### src/rtl/id_ex_operand_stage.sv
// ID/EX pipeline register feeding the 64-bit EX ALU.
// Handles EX/MEM and MEM/WB forwarding, load-use bubbles, hold and flush.
module id_ex_operand_stage #(
  parameter int unsigned XLEN = 64,
  parameter int unsigned REGW = 5
) (
  input  logic            clk_i,
  input  logic            reset_i,
  input  logic            hold_i,
  input  logic            flush_i,
  input  logic            id_valid_i,
  input  logic [XLEN-1:0] id_rs1_data_i,
  input  logic [XLEN-1:0] id_rs2_data_i,
  input  logic [XLEN-1:0] id_imm_i,
  input  logic [REGW-1:0] id_rs1_i,
  input  logic [REGW-1:0] id_rs2_i,
  input  logic [REGW-1:0] id_rd_i,
  input  logic [3:0]      id_alu_op_i,
  input  logic            id_shift_i,
  input  logic            id_alu_src_i,
  input  logic            id_mem_read_i,
  input  logic            id_mem_write_i,
  input  logic            id_reg_write_i,
  input  logic            id_mem_to_reg_i,
  input  logic            exmem_reg_write_i,
  input  logic [REGW-1:0] exmem_rd_i,
  input  logic [XLEN-1:0] exmem_result_i,
  input  logic            memwb_reg_write_i,
  input  logic [REGW-1:0] memwb_rd_i,
  input  logic [XLEN-1:0] memwb_data_i,
  output logic [XLEN-1:0] alu_a_o,
  output logic [XLEN-1:0] alu_b_o,
  output logic [3:0]      alu_op_o,
  output logic            alu_shift_o,
  output logic [XLEN-1:0] ex_store_data_o,
  output logic [REGW-1:0] ex_rd_o,
  output logic            ex_valid_o,
  output logic            ex_mem_read_o,
  output logic            ex_mem_write_o,
  output logic            ex_reg_write_o,
  output logic            ex_mem_to_reg_o,
  output logic            load_use_stall_o
);

  logic            valid_q, valid_d;
  logic [XLEN-1:0] rs1_data_q, rs1_data_d;
  logic [XLEN-1:0] rs2_data_q, rs2_data_d;
  logic [XLEN-1:0] imm_q, imm_d;
  logic [REGW-1:0] rs1_q, rs1_d;
  logic [REGW-1:0] rs2_q, rs2_d;
  logic [REGW-1:0] rd_q, rd_d;
  logic [3:0]      alu_op_q, alu_op_d;
  logic            shift_q, shift_d;
  logic            alu_src_q, alu_src_d;
  logic            mem_read_q, mem_read_d;
  logic            mem_write_q, mem_write_d;
  logic            reg_write_q, reg_write_d;
  logic            mem_to_reg_q, mem_to_reg_d;

  logic            uses_rs2;
  logic            load_use_stall;
  logic            bubble;
  logic [XLEN-1:0] fwd1;
  logic [XLEN-1:0] fwd2;

  // A store reads rs2 as data even though b comes from the immediate.
  assign uses_rs2 = ~id_alu_src_i | id_mem_write_i;

  assign load_use_stall = id_valid_i & valid_q & mem_read_q & (rd_q != '0) &
                          ((rd_q == id_rs1_i) | (uses_rs2 & (rd_q == id_rs2_i)));

  assign bubble = flush_i | (~hold_i & load_use_stall);

  always_comb begin
    valid_d      = valid_q;
    rs1_data_d   = rs1_data_q;
    rs2_data_d   = rs2_data_q;
    imm_d        = imm_q;
    rs1_d        = rs1_q;
    rs2_d        = rs2_q;
    rd_d         = rd_q;
    alu_op_d     = alu_op_q;
    shift_d      = shift_q;
    alu_src_d    = alu_src_q;
    mem_read_d   = mem_read_q;
    mem_write_d  = mem_write_q;
    reg_write_d  = reg_write_q;
    mem_to_reg_d = mem_to_reg_q;

    if (bubble) begin
      valid_d      = 1'b0;
      rs1_data_d   = '0;
      rs2_data_d   = '0;
      imm_d        = '0;
      rs1_d        = '0;
      rs2_d        = '0;
      rd_d         = '0;
      alu_op_d     = '0;
      shift_d      = 1'b0;
      alu_src_d    = 1'b0;
      mem_read_d   = 1'b0;
      mem_write_d  = 1'b0;
      reg_write_d  = 1'b0;
      mem_to_reg_d = 1'b0;
    end else if (!hold_i) begin
      valid_d      = id_valid_i;
      rs1_data_d   = id_rs1_data_i;
      rs2_data_d   = id_rs2_data_i;
      imm_d        = id_imm_i;
      rs1_d        = id_rs1_i;
      rs2_d        = id_rs2_i;
      rd_d         = id_rd_i;
      alu_op_d     = id_alu_op_i;
      shift_d      = id_shift_i;
      alu_src_d    = id_alu_src_i;
      // Invalid slots must not carry side-effecting control into EX.
      mem_read_d   = id_valid_i & id_mem_read_i;
      mem_write_d  = id_valid_i & id_mem_write_i;
      reg_write_d  = id_valid_i & id_reg_write_i;
      mem_to_reg_d = id_valid_i & id_mem_to_reg_i;
    end
  end

  always_ff @(posedge clk_i) begin
    if (reset_i) begin
      valid_q      <= 1'b0;
      rs1_data_q   <= '0;
      rs2_data_q   <= '0;
      imm_q        <= '0;
      rs1_q        <= '0;
      rs2_q        <= '0;
      rd_q         <= '0;
      alu_op_q     <= '0;
      shift_q      <= 1'b0;
      alu_src_q    <= 1'b0;
      mem_read_q   <= 1'b0;
      mem_write_q  <= 1'b0;
      reg_write_q  <= 1'b0;
      mem_to_reg_q <= 1'b0;
    end else begin
      valid_q      <= valid_d;
      rs1_data_q   <= rs1_data_d;
      rs2_data_q   <= rs2_data_d;
      imm_q        <= imm_d;
      rs1_q        <= rs1_d;
      rs2_q        <= rs2_d;
      rd_q         <= rd_d;
      alu_op_q     <= alu_op_d;
      shift_q      <= shift_d;
      alu_src_q    <= alu_src_d;
      mem_read_q   <= mem_read_d;
      mem_write_q  <= mem_write_d;
      reg_write_q  <= reg_write_d;
      mem_to_reg_q <= mem_to_reg_d;
    end
  end

  // The younger producer (EX/MEM) wins; x0 never forwards.
  always_comb begin
    fwd1 = rs1_data_q;
    if (exmem_reg_write_i && (exmem_rd_i != '0) && (exmem_rd_i == rs1_q)) begin
      fwd1 = exmem_result_i;
    end else if (memwb_reg_write_i && (memwb_rd_i != '0) && (memwb_rd_i == rs1_q)) begin
      fwd1 = memwb_data_i;
    end
  end

  always_comb begin
    fwd2 = rs2_data_q;
    if (exmem_reg_write_i && (exmem_rd_i != '0) && (exmem_rd_i == rs2_q)) begin
      fwd2 = exmem_result_i;
    end else if (memwb_reg_write_i && (memwb_rd_i != '0) && (memwb_rd_i == rs2_q)) begin
      fwd2 = memwb_data_i;
    end
  end

  assign alu_a_o          = fwd1;
  assign alu_b_o          = alu_src_q ? imm_q : fwd2;
  assign ex_store_data_o  = fwd2;
  assign alu_op_o         = alu_op_q;
  assign alu_shift_o      = shift_q;
  assign ex_rd_o          = rd_q;
  assign ex_valid_o       = valid_q;
  assign ex_mem_read_o    = mem_read_q;
  assign ex_mem_write_o   = mem_write_q;
  assign ex_reg_write_o   = reg_write_q;
  assign ex_mem_to_reg_o  = mem_to_reg_q;
  assign load_use_stall_o = load_use_stall;

endmodule

### config.mk
export PLATFORM = sky130hd
export DESIGN_NAME = id_ex_operand_stage
export DESIGN_NICKNAME = d
export VERILOG_FILES = /design/src/rtl/id_ex_operand_stage.sv
export SDC_FILE = /design/constraint.sdc
export NUM_CORES = 1
export LEC_CHECK = 0
export CORE_AREA = 2 2 220 222
export DETAILED_ROUTE_END_ITERATION = 6
export DIE_AREA = 0 0 222 224
export PLACE_DENSITY = 0.52
export SYNTH_ARGS = -nofsm -noshare
export SYNTH_HDL_FRONTEND = slang
export SYNTH_SLANG_ARGS = --single-unit
### constraint.sdc
create_clock -name clk_i -period 2.68 [get_ports clk_i]
set_input_delay 0.402 -clock clk_i [delete_from_list [all_inputs] [get_ports clk_i]]
set_output_delay 0.402 -clock clk_i [all_outputs]
set_load 0.05 [all_outputs]
# Word level (Yosys, flattened, before mapping)
# Index checks and enable logic that the tools add are counted.
# word_totals
register_bits	218
latchBits	0
ram_bits	0
rom_bits	0
inputBits	362
out_inout_bits	208
elab_cells	50
mem_count	0
# classes
addsub	0
n_mul	0
div	0
magnitude_cmp	0
n_eq_ne	6
n_shift	0
n_mux	5
bitwise_logic	15
n_reduce_logical	10
# ops
op	count
64-bit two-way mux	5
5-bit equality test	6
5-bit nonzero test	3
1-bit bitwise AND	10
1-bit logical AND	6
1-bit bitwise OR	3
1-bit inverter	2
2-bit OR reduction	1

# Logic depth before layout (Yosys ltp)
# depth
depth_word	8
ltp_mapped	8
depth_no_buf	5

# Worst setup path after synthesis
# Ideal clock, no wire load.
# synth_path
path_type	input to output
start	input memwb_rd_i[1]
end	output alu_b_o[61]
t_arrival_ns	2.853
slack_ns	-0.575
stages	7
path_cell_list	or4_1 > o21ai_1 > nor4_1 > buf_4 > buf_6 > mux2i_1 > a221oi_1
# synth_between
elab_chain_cells	6
elab_cells_between_ends	7
classes_between	1 x eq/ne; 3 x mux; 3 x reduce/logical
# synth_lines
item	line_no	text
from (decl)	29	input logic [REGW-1:0] memwb_rd_i,
5-bit nonzero test	172	end else if (memwb_reg_write_i && (memwb_rd_i != '0) && (memwb_rd_i == rs2_q)) begin
1-bit logical AND	172	
1-bit logical AND *	172	
64-bit two-way mux *	172	
64-bit two-way mux *	170	if (exmem_reg_write_i && (exmem_rd_i != '0) && (exmem_rd_i == rs2_q)) begin
64-bit two-way mux *	178	assign alu_b_o = alu_src_q ? imm_q : fwd2;
to (decl)	32	output logic [XLEN-1:0] alu_b_o,
# Mark *: on every way between the ends. The rest lies on a longest branch, timed or not.

# Worst setup path in the final report
# layout_path
start	register rs1_q[0]
end	output alu_a_o[0]
# layout_between
elab_chain_cells	4
elab_cells_between_ends	6
classes_between	2 x eq/ne; 2 x mux; 2 x reduce/logical
# layout_lines
item	line_no	text
from (decl)	49	logic [REGW-1:0] rs1_q, rs1_d;
from (signal assigned)	145	rs1_q <= rs1_d;
5-bit equality test	163	end else if (memwb_reg_write_i && (memwb_rd_i != '0) && (memwb_rd_i == rs1_q)) begin
1-bit logical AND	163	
64-bit two-way mux	163	
64-bit two-way mux *	161	if (exmem_reg_write_i && (exmem_rd_i != '0) && (exmem_rd_i == rs1_q)) begin
to (decl)	31	output logic [XLEN-1:0] alu_a_o,
# Marked as above.

==> flow_summary.ini <==
[run_status]
outcome = finished, violations left
violations = negative setup slack

[sta]
timing.final.ws_setup_ps = -356.7
final_max_slew_viol_count = 0
fin_crit_sh_pct = 113.3
finalClockSkew_ps = 27.33
final.setup.tns_ps = -42250
rsz0062_at_grt = yes
max_freq_mhz = 329.3
tightest_slew_ps = 611.7
setup_viol = 192
finalHoldViolCount = 0
period_needed_ps = 3037
slew_headroom_pct = 59.10

[die]
rows = 80
die_h_um = 224
design.die.area_um2 = 49730
ios = 570
coreArea_um2 = 47350
die_x_um = 222
start_util_pct = 23.94

[route]
drc = 0
drtAntennaViolNets = 0
firstDrtPassIters = 5
dr_total_vias = 12484
wire_per_inst_um = 25.24
avgViaCountPerCell = 4.966
wirelength_um = 63440
drt-initial-drc-count = 727

[yosys]
syn_inst = 1186
avgSynthCellArea_um2 = 9.558
syn-cell-area_um2 = 11340
yosys_warnings = 0
synth_nets = 1548
yosysUniqueCellTypes = 32
synth-seq-cells = 218
yosysSeqAreaShare_pct = 38.50

[clock_network]
cts-root-buf = clkbuf_16
cts_buffer_depth = 3
clock_sinks = 218
path_clk_slew_ps = 60
htreeDepth = 1
clk_latency_ps = 570
numCtsBuffers = 29
cts_tree = done

[global_routing]
grt_first_pass_wirelength_um = 88140
antenna_found_initial = 16
track_usage_pct = 23.62
gr-total-overflow = 0
grt_max_degree = 47
grt_pass1_vias = 12830

[power_and_ir_drop]
power.density_nw_per_um2 = 426.2
seqPwrFrac_pct = 32.1
swShare_pct = 30.42
p_clk_share_pct = 38.4
intPower_mw = 7.473
ir_drop_uv = 380.5
p_leak_nw = 9.124
switching_power_mw = 3.267
p_comb_share_pct = 29.5

[worst_setup_path]
crit_fanout = 4
cp.arrival_ps = 2630
worstSetupPathType = register to primary output
worstPathRequired_ps = 2280
worstSetupStartpointType = register
end_kind = primary output

[layout]
n_fill_cell = 4169
utilization_pct = 53.22
syn_to_final_growth_pct = 122.3
drive_gt1_share_pct = 42.64
fin_area_um2 = 25200
final_nets = 2230
final_cells = 2514

[place]
dp_slack_ps = -677.1
post-dp-hpwl_um = 44490
place_inst = 2404
numPortBuffers = 569
place_area_um2 = 21140
gp_congestion = 0.9103

[run]
drv_cap = 0

[hold_path]
hp-class = primary input to register
-- power groups by stage --
stage	Clock (mW)	Combinational, mW	Sequential (mW)
floorplan	0	1.30	3.49
global placement	0	2.88	3.49
detailed placement	0	2.89	3.49
CTS	4.22	3.06	3.44
global route	4.34	3.27	3.46
finish	4.13	3.16	3.45
-- state kept, by name, indices dropped and copies added, names as in the netlist, 4 cells and up --
signal      cells
imm_q          64
ex_rd_o         5
rs1_data_q     64
rs2_data_q     64
rs1_q           5
rs2_q           5
alu_op_o        4
-- routing by layer --
layer / up-vias / part of all wire (%) / track usage (%)
met3: 113 / 6.5 / 5.863
met1: 6090 / 42 / 29.61
met5: - / 0.069 / 0
li1: 5847 / - / -
met4: 6 / 3.1 / 8.152
met2: 428 / 48 / 39.49
-- what timing repair did --
item,4_1_cts,5_1_grt
gates cloned,15,13
buffers inserted,28,27
pin swaps,70,81
gates resized for setup,252,217
endpoints found under the setup margin,192,192
hold buffers,0,0
-- worst max-delay path, cell delays in order (launching register included) --
cell and delay, ps:
dfxtp_4 360, xnor2_2 170, nand3_2 120, nor4_4 330
buf_4 190, buf_8 140, buf_4 120, mux2i_2 240
o21ai_1 100, buf_4 150, buf_12 140
-- final timing paths --
check	from	to	slack [ps]	cells after the start
worst min register to register	ex_mem_to_reg_o$_SDFFE_PP0N_	ex_mem_to_reg_o$_SDFFE_PP0N_	470	1
worst min-delay path	id_rs2_data_i[62]	rs2_data_q[62]$_SDFFE_PP0N_	430	2
worst max register to register	ex_rd_o[4]$_SDFFE_PP0N_	ex_reg_write_o$_SDFFE_PP0N_	580	7
worst max-delay path	rs1_q[0]$_SDFFE_PP0N_	alu_a_o[0]	-360	10
-- cells in the final DEF, fill, tap and decap left out, types with 36 or more instances in the layout --
cell	synthesis	final
clkbuf_16	0	40
nor3_1	67	40
a22o_1	214	214
buf_4	9	80
buf_6	27	82
a221oi_4	0	64
dfxtp_1	218	209
buf_12	0	195
clkdlybuf4s50_1	0	367
o21ai_2	0	54
nand2_1	65	50
inv_1	65	65
mux2i_4	0	77
nor2_1	66	58
mux2i_1	128	36
a21oi_2	0	54
-- synthesized netlist by cell type, drive strengths merged --
cell,count,area share [%]
a2111oi,1,0.13
a21oi,65,2.9
a221oi,64,8.3
a22o,214,17
a31oi,1,0.19
a32o,4,0.35
and2,1,0.055
and4,1,0.077
buf,68,4.7
clkbuf,49,1.6
dfxtp,218,38
inv,65,2.2
mux2i,128,11
nand2,65,2.2
nand3,5,0.26
nand4,1,0.055
nor2,66,2.2
nor3,67,3.0
nor3b,1,0.066
nor4,2,0.11
o21a,1,0.066
o21ai,66,2.9
o22ai,1,0.055
or4,2,0.13
xnor2,18,1.4
xor2,12,0.93
-- kinds of logic (layout without fill, tap and decap cells) --
| group | count (synthesis) | in the layout | share of synthesized area [%] |
|---|---|---|---|
| compound gates | 417 | 417 | 31.37 |
| xor+xnor | 30 | 30 | 2.318 |
| buf+inv | 182 | 883 | 8.455 |
| flops | 218 | 218 | 38.50 |
| mux | 128 | 128 | 11.30 |
| other cells | 0 | 11 | 0 |
| simple gates | 211 | 212 | 8.057 |
-- metrics by stage --
stage / hold slack (ps) / total power [mW]
3_3_place_gp: 454.6 / 6.379
5_1_grt: 422.9 / 11.07
6_report: 430.7 / 10.74
2_1_floorplan: 441.5 / 4.790
4_1_cts: 401.3 / 10.71
3_5_place_dp: 453.2 / 6.387
-- layout make-up --
| cell class | instances | area, um^2 | area share [%] |
|---|---|---|---|
| repair buffers | 767 | 9960 | 39.53 |
| multi-input cells | 787 | 8810 | 34.96 |
| flip-flops and latches | 218 | 4390 | 17.42 |
| clock buffers | 38 | 819.5 | 3.252 |
| well taps | 615 | 769.5 | 3.054 |
| inverters | 65 | 244.0 | 0.9683 |
| clock inverters | 13 | 177.7 | 0.7051 |
| diodes | 11 | 27.53 | 0.1092 |
(Power assumes the default switching activity.)
